$ cat src/rtl/aes_round_sequencer.sv
// Iterative AES encrypt controller: one initial AddRoundKey, then NR launches of an external clocked round unit.
// Latency: out_valid rises NR*(LAT+1) clk edges after the accepting edge; the next block is accepted 2 edges after that at the earliest.
// Backpressure: in_ready is low whenever busy; ciphertext is held in DONE until out_ready, and nothing new is accepted meanwhile.
module aes_round_sequencer #(
    parameter  int NR  = 10,
    parameter  int LAT = 1,
    localparam int KW  = $clog2(NR + 1)
) (
    input  logic          clk,
    input  logic          rst,
    input  logic          in_valid,
    output logic          in_ready,
    input  logic [127:0]  in_block,
    input  logic          key_ready,
    output logic [KW-1:0] key_idx,
    input  logic [127:0]  key_word,
    output logic [127:0]  rnd_state,
    output logic [127:0]  rnd_key,
    output logic          rnd_final,
    input  logic [127:0]  rnd_result,
    output logic          out_valid,
    input  logic          out_ready,
    output logic [127:0]  out_block,
    output logic          busy
);

    // Wait counter only has to reach LAT, so size it for that.
    localparam int WW = $clog2(LAT + 1);

    localparam logic [KW-1:0] R_LAST  = KW'(NR);
    localparam logic [KW-1:0] R_FIRST = KW'(1);
    localparam logic [WW-1:0] W_LAST  = WW'(LAT);
    localparam logic [WW-1:0] W_ONE   = WW'(1);

    typedef enum logic [1:0] {
        IDLE = 2'd0,
        RUN  = 2'd1,
        DONE = 2'd2
    } state_e;

    state_e         state_q, state_d;
    logic [KW-1:0]  r_q, r_d;          // round being executed, 1..NR
    logic [WW-1:0]  w_q, w_d;          // cycles spent in the current round
    logic [127:0]   sreg_q, sreg_d;    // AES state between rounds
    logic           ovld_q, ovld_d;
    logic [127:0]   oblk_q, oblk_d;

    logic           accept;
    logic           round_end;
    logic           last_round;

    // Acceptance is gated only by key_ready and being idle; key_ready is
    // deliberately ignored once a block is in flight.
    assign in_ready   = (state_q == IDLE) && key_ready;
    assign accept     = in_valid && in_ready;

    // The round unit is clocked, so its inputs come straight from registers
    // and stay put for all LAT+1 cycles of a round.
    assign last_round = (r_q == R_LAST);
    assign round_end  = (w_q == W_LAST);
    assign key_idx    = (state_q == RUN) ? r_q : '0;
    assign rnd_state  = sreg_q;
    assign rnd_key    = key_word;
    assign rnd_final  = (state_q == RUN) && last_round;

    assign out_valid  = ovld_q;
    assign out_block  = oblk_q;
    assign busy       = (state_q != IDLE);

    // State and datapath registers; reset abandons any partial result.
    always_ff @(posedge clk) begin
        if (rst) begin
            state_q <= IDLE;
            r_q     <= '0;
            w_q     <= '0;
            sreg_q  <= '0;
            ovld_q  <= 1'b0;
            oblk_q  <= '0;
        end else begin
            state_q <= state_d;
            r_q     <= r_d;
            w_q     <= w_d;
            sreg_q  <= sreg_d;
            ovld_q  <= ovld_d;
            oblk_q  <= oblk_d;
        end
    end

    // Next-state logic: launch/wait per round, hold the result until taken.
    always_comb begin
        state_d = state_q;
        r_d     = r_q;
        w_d     = w_q;
        sreg_d  = sreg_q;
        ovld_d  = ovld_q;
        oblk_d  = oblk_q;

        case (state_q)
            IDLE: begin
                // key_idx is 0 here, so key_word is round key 0: the initial
                // AddRoundKey is folded into the accept.
                if (accept) begin
                    sreg_d  = in_block ^ key_word;
                    r_d     = R_FIRST;
                    w_d     = '0;
                    state_d = RUN;
                end
            end

            RUN: begin
                // rnd_result is only meaningful LAT cycles after launch;
                // earlier cycles carry stale pipeline contents.
                if (round_end) begin
                    sreg_d = rnd_result;
                    w_d    = '0;
                    if (last_round) begin
                        oblk_d  = rnd_result;
                        ovld_d  = 1'b1;
                        state_d = DONE;
                    end else begin
                        r_d = r_q + R_FIRST;
                    end
                end else begin
                    w_d = w_q + W_ONE;
                end
            end

            DONE: begin
                // Returning to IDLE only after the handshake edge means
                // in_ready can never rise in the handshake cycle itself.
                if (out_ready) begin
                    ovld_d  = 1'b0;
                    state_d = IDLE;
                end
            end

            default: begin
                state_d = IDLE;
            end
        endcase
    end

endmodule

$ cat config.mk
export PLATFORM = sky130hd
export DESIGN_NAME = aes_round_sequencer
export DESIGN_NICKNAME = d
export VERILOG_FILES = /design/src/rtl/aes_round_sequencer.sv
export SDC_FILE = /design/constraint.sdc
export NUM_CORES = 1
export LEC_CHECK = 0
export BUFFER_PORTS_ARGS = -buffer_cell sky130_fd_sc_hd__buf_2
export CAP_MARGIN = 25
export CORE_AREA = 5 5 300 302
export CTS_CLUSTER_DIAMETER = 40
export DETAILED_ROUTE_END_ITERATION = 12
export DIE_AREA = 0 0 305 307
export PLACE_DENSITY = 0.44
export RECOVER_POWER = 50
export SYNTH_ARGS = -nofsm -noshare
export SYNTH_HDL_FRONTEND = slang
export SYNTH_SLANG_ARGS = --single-unit
$ cat constraint.sdc
create_clock -name clk -period 1.94 [get_ports clk]
set_clock_uncertainty 0.1 [all_clocks]
set_input_delay 0.194 -clock clk [delete_from_list [all_inputs] [get_ports clk]]
set_output_delay 0.194 -clock clk [all_outputs]
set_load 0.02 [all_outputs]
==> out/metrics.sh <==
SYNTH-EDFF-COUNT=0
WORST_PATH_LARGEST_CELL_DELAY_NS=0.33
SYNTH.MOST_COMMON_CELL='sky130_fd_sc_hd__dfxtp_1'
WORST_PIN_SLEW_NS=0.469
FINALWORSTPATHREQUIREDPERIOD_NS=2.10
LAYOUT-DRIVE-GT1-SHARE_PCT=37.0
DESIGN.CORE.AREA_SQ_UM=87400
CRITPATHCAPTURETYPE='output pin'
WORST_SETUP_PATH_START_KIND='register'
CTS_MADE_BUFFERS=61
ANTENNA_LEFT=0
DRV_CAP=0
CRIT_FAMILY='buffers and inverters'
WL_UM=72200
ANTENNA_FOUND_INITIAL=3
DPL_CELL_AREA_SQ_UM=19600
CLOCK_INSERTION_DELAY_WORST_SKEW_NS=0.60
NUM_ROWS=109
FLOORPLAN.INITIALDENSITY_PCT=17.0
FINAL.HOLD.WORST_SLACK_NS=0.0186
CRIT_PATH_CELL_TRACE='inv_2, ha_4, and3b_4, buf_12, buf_16, and2_4, buf_6'
REG2REG_SLACK_NS=-0.11
PRE_CTS_WS_NS=0.112
LAYOUT_WORST_PATH_CYCLE_SHARE_PCT=108
DRC=0
WL_PER_CELL_UM=18.4
SYNTH-SEQ-AREA-SHARE_PCT=35.6
FLOORPLAN.DIE_AREA_SQ_UM=93600
WORSTPATHMAXFANOUT=2
ACHIEVABLE-FREQUENCY_GHz=0.476
SETUP_TOTAL_NEGATIVE_SLACK_NS=-3.11
AVGSYNTHCELLAREA_SQ_UM=9.13
NUM_IO_PINS=781
PIN_COUNT_OF_THE_BIGGEST_NET_ENTERING_GLOBAL_ROUTING=65
SYNTH_NETS=2017
SYNTHTOPCELLSBYAREA='sky130_fd_sc_hd__dfxtp_1 36%, sky130_fd_sc_hd__o32ai_2 13%, sky130_fd_sc_hd__a311oi_1 7.6%, sky130_fd_sc_hd__xor2_1 7.6%, sky130_fd_sc_hd__buf_4 6.6%'
CLOCK_TREE.ROOT_CELL='sky130_fd_sc_hd__clkbuf_16'
YOSYS_WARNINGS=0
CP_NUM_BUF_INV=4
PORT-BUFFER-COUNT=780
UNREPAIRED_SETUP_ENDPOINTS_AFTER_GLOBAL_ROUTING='true'
FINAL_CRITICAL_PATH_SETUP_SLACK_NS=-0.163
SETUP_VIOL=69
GRT_FIRST_PASS_WIRELENGTH_UM=105000
SYNTH-ASYNC-RESET-RATIO_PCT=0
DRT_PASS1_ITERATIONS=4
LAYOUT.FILLER_CELLS=9334
P_LEAK_nW=10.7
CRIT_ARRIVAL_NS=1.81
CP_NUM_CELLS=7
CRIT_PATH_END='rnd_final'
VIASPERCELL=4.21
AREA_GROW_SYN2LAYOUT_PCT=74.5
SYNTHCELLS=1626
DRT_ITER0_DRC=763
TIMING.HOLD.WORST.CLASS='in -> reg'
SYNTH.TOP_CELL.AREA_SHARE_PCT=35.6
DOMINANTREGCELLSYNTH='sky130_fd_sc_hd__dfxtp_1'
SETUP.WORST_PATH.START='r_q[0]$_SDFFE_PP0P_'
POST_SYNTHESIS_REGISTER_BIT_COUNT=264
DIE_W_UM=305
SYNTH.LARGEST_AREA_CELL='sky130_fd_sc_hd__dfxtp_1'
VIA_COUNT_OF_THE_FIRST_GLOBAL_ROUTING_PASS=17000
FINAL_AREA_SQ_UM=25900
CRITICAL_PATH_REQUIRED_NS=1.65
DESIGN.FINAL.NETS=3093
GP_CONGESTION=0.837
UTILIZATION_PCT=29.6
CTS.HTREE.LEVELS=2
PWR_DENSITY_CELL_nW_PER_UM2=825
TRITONCTS_CLOCK_TREE='yes'
R2R_END='out_block[25]$_SDFFE_PP0P_'
NETLIST_AREA_SQ_UM=14800
WORST-R2R-CELL-COUNT=9
CLKTRANSATPATHREGS_NS=0.05
STDCELL_COUNT=3919
SYNTH_CELL_TYPE_COUNT=42
SLEW_HEADROOM_PCT=68.9
FINALHOLDVIOLATIONS=0
NUM_VIAS=16500
SYNTH.CELLS.MOST_FREQUENT='264 x sky130_fd_sc_hd__dfxtp_1, 260 x sky130_fd_sc_hd__nor2_1, 132 x sky130_fd_sc_hd__inv_1'
CRITICAL-PATH-SLOWEST-CELL='sky130_fd_sc_hd__dfxtp_2'
CRIT-REG2REG-LAUNCH='r_q[0]$_SDFFE_PP0P_'
GLOBAL_ROUTE.USAGE.TOTAL_PCT=14.1
DIE-HEIGHT_UM=307
DRV_SLEW=0
RUN_STATUS='complete, but fails checks'
CLOCK-SINKS=264
MAX-CLOCK-PATH-BUFFERS=3
VIOLATIONS='setup timing'
MAX-VDD-IR-DROP_mV=0.462
POWER_mW=21.4
PLACE_INST=3398
DETAILED_PLACE_HPWL_UM=50300
SETUP.WORST_PATH.CLASS='reg -> out'
GLOBALROUTEOVERFLOWTOTAL=0
[registers in the layout, summed over array words and instances, names as in the netlist]
signal / count
round_end: 1
r_q: 4
rnd_state: 128
out_valid: 1
out_block: 128
state_q: 2
[area by class of cell]
type                            count  area (sq um)  area share [%]
Multi-Input combinational cell    942          7250            28.0
Clock buffer                       83          1800            6.95
Timing Repair Buffer             1300          9120            35.2
Tap cell                         1165          1460            5.63
Sequential cell                   264          5290            20.4
Antenna cell                        1          2.50         0.00966
Clock inverter                     31           484            1.87
Inverter                          133           507            1.96
[cells in the final DEF, fill, tap and decap left out, types with 12 or more instances in the layout]
master | synthesis | routed
sky130_fd_sc_hd__o32ai_2 | 119 | 119
sky130_fd_sc_hd__dlygate4sd3_1 | 0 | 382
sky130_fd_sc_hd__nor2_1 | 260 | 257
sky130_fd_sc_hd__clkbuf_8 | 0 | 15
sky130_fd_sc_hd__inv_1 | 132 | 131
sky130_fd_sc_hd__buf_12 | 0 | 28
sky130_fd_sc_hd__a31o_1 | 19 | 19
sky130_fd_sc_hd__buf_2 | 64 | 513
sky130_fd_sc_hd__dfxtp_1 | 264 | 260
sky130_fd_sc_hd__buf_4 | 130 | 92
sky130_fd_sc_hd__clkbuf_1 | 63 | 265
sky130_fd_sc_hd__a31o_2 | 109 | 105
sky130_fd_sc_hd__bufinv_16 | 0 | 12
sky130_fd_sc_hd__xor2_1 | 128 | 128
sky130_fd_sc_hd__clkbuf_16 | 0 | 67
sky130_fd_sc_hd__nand2_1 | 130 | 130
sky130_fd_sc_hd__a311oi_1 | 128 | 127
[per-layer routing]
layer  vias to the layer above  GRT usage [%]  wire length (um)
met1                      7975           16.4             29100
met4                         0           4.21              1950
li1                       7784              -                 -
met2                       620           25.3             36200
met5                         -              0                 0
met3                       118           3.71              4960
[report_power, final]
group          leakage, nW  internal, mW  switching (mW)
registers             2.14          5.66           0.120
logic                 7.44          1.93            2.26
clock network         1.11          8.01            3.41
[what timing repair did]
item / CTS / global route
hold endpoints to repair: 262 / 0
hold buffers: 382 / 0
setup endpoints to repair: 6 / 98
pin swaps: 5 / 3
gates resized for setup: 28 / 18
gates cloned: 4 / 6
setup buffers: 10 / 4
[worst min path at each step]
stage          depth (start not counted)                     endpoint             from  slack (ns)
3_5_place_dp                           2   out_block[14]$_SDFFE_PP0P_   rnd_result[14]        0.34
6_report                               4   rnd_state[77]$_SDFFE_PP0P_     key_word[77]        0.02
3_3_place_gp                           2  out_block[106]$_SDFFE_PP0P_  rnd_result[106]        0.34
4_1_cts                                4   rnd_state[77]$_SDFFE_PP0P_     key_word[77]        0.03
5_1_grt                                4   rnd_state[77]$_SDFFE_PP0P_     key_word[77]        0.02
2_1_floorplan                          1  out_block[126]$_SDFFE_PP0P_  rnd_result[126]        0.23
[worst reg2reg max path, cell delays in order (launching register included)]
cell and delay (ns):
sky130_fd_sc_hd__dfxtp_2 0.33, sky130_fd_sc_hd__inv_2 0.05, sky130_fd_sc_hd__ha_4 0.15, sky130_fd_sc_hd__and3b_4 0.18
sky130_fd_sc_hd__buf_4 0.13, sky130_fd_sc_hd__buf_4 0.12, sky130_fd_sc_hd__and3_4 0.27, sky130_fd_sc_hd__buf_12 0.18
sky130_fd_sc_hd__clkbuf_16 0.17, sky130_fd_sc_hd__a31o_2 0.25
[logic make-up (layout without fill, tap and decap cells)]
kind of cell	count (synthesis)	after routing	synth area share, %
AOI/OAI and AO/OA	400	400	29.5
xor gates and xnor gates	128	128	7.55
adders and majority gates	2	2	0.169
buffers and inverters	420	1547	16.2
DFF	264	264	35.6
muxes	2	2	0.143
other	0	1	0
and+or+nand+nor	410	410	10.8
Note: power is estimated with default switching activity, not from simulation.
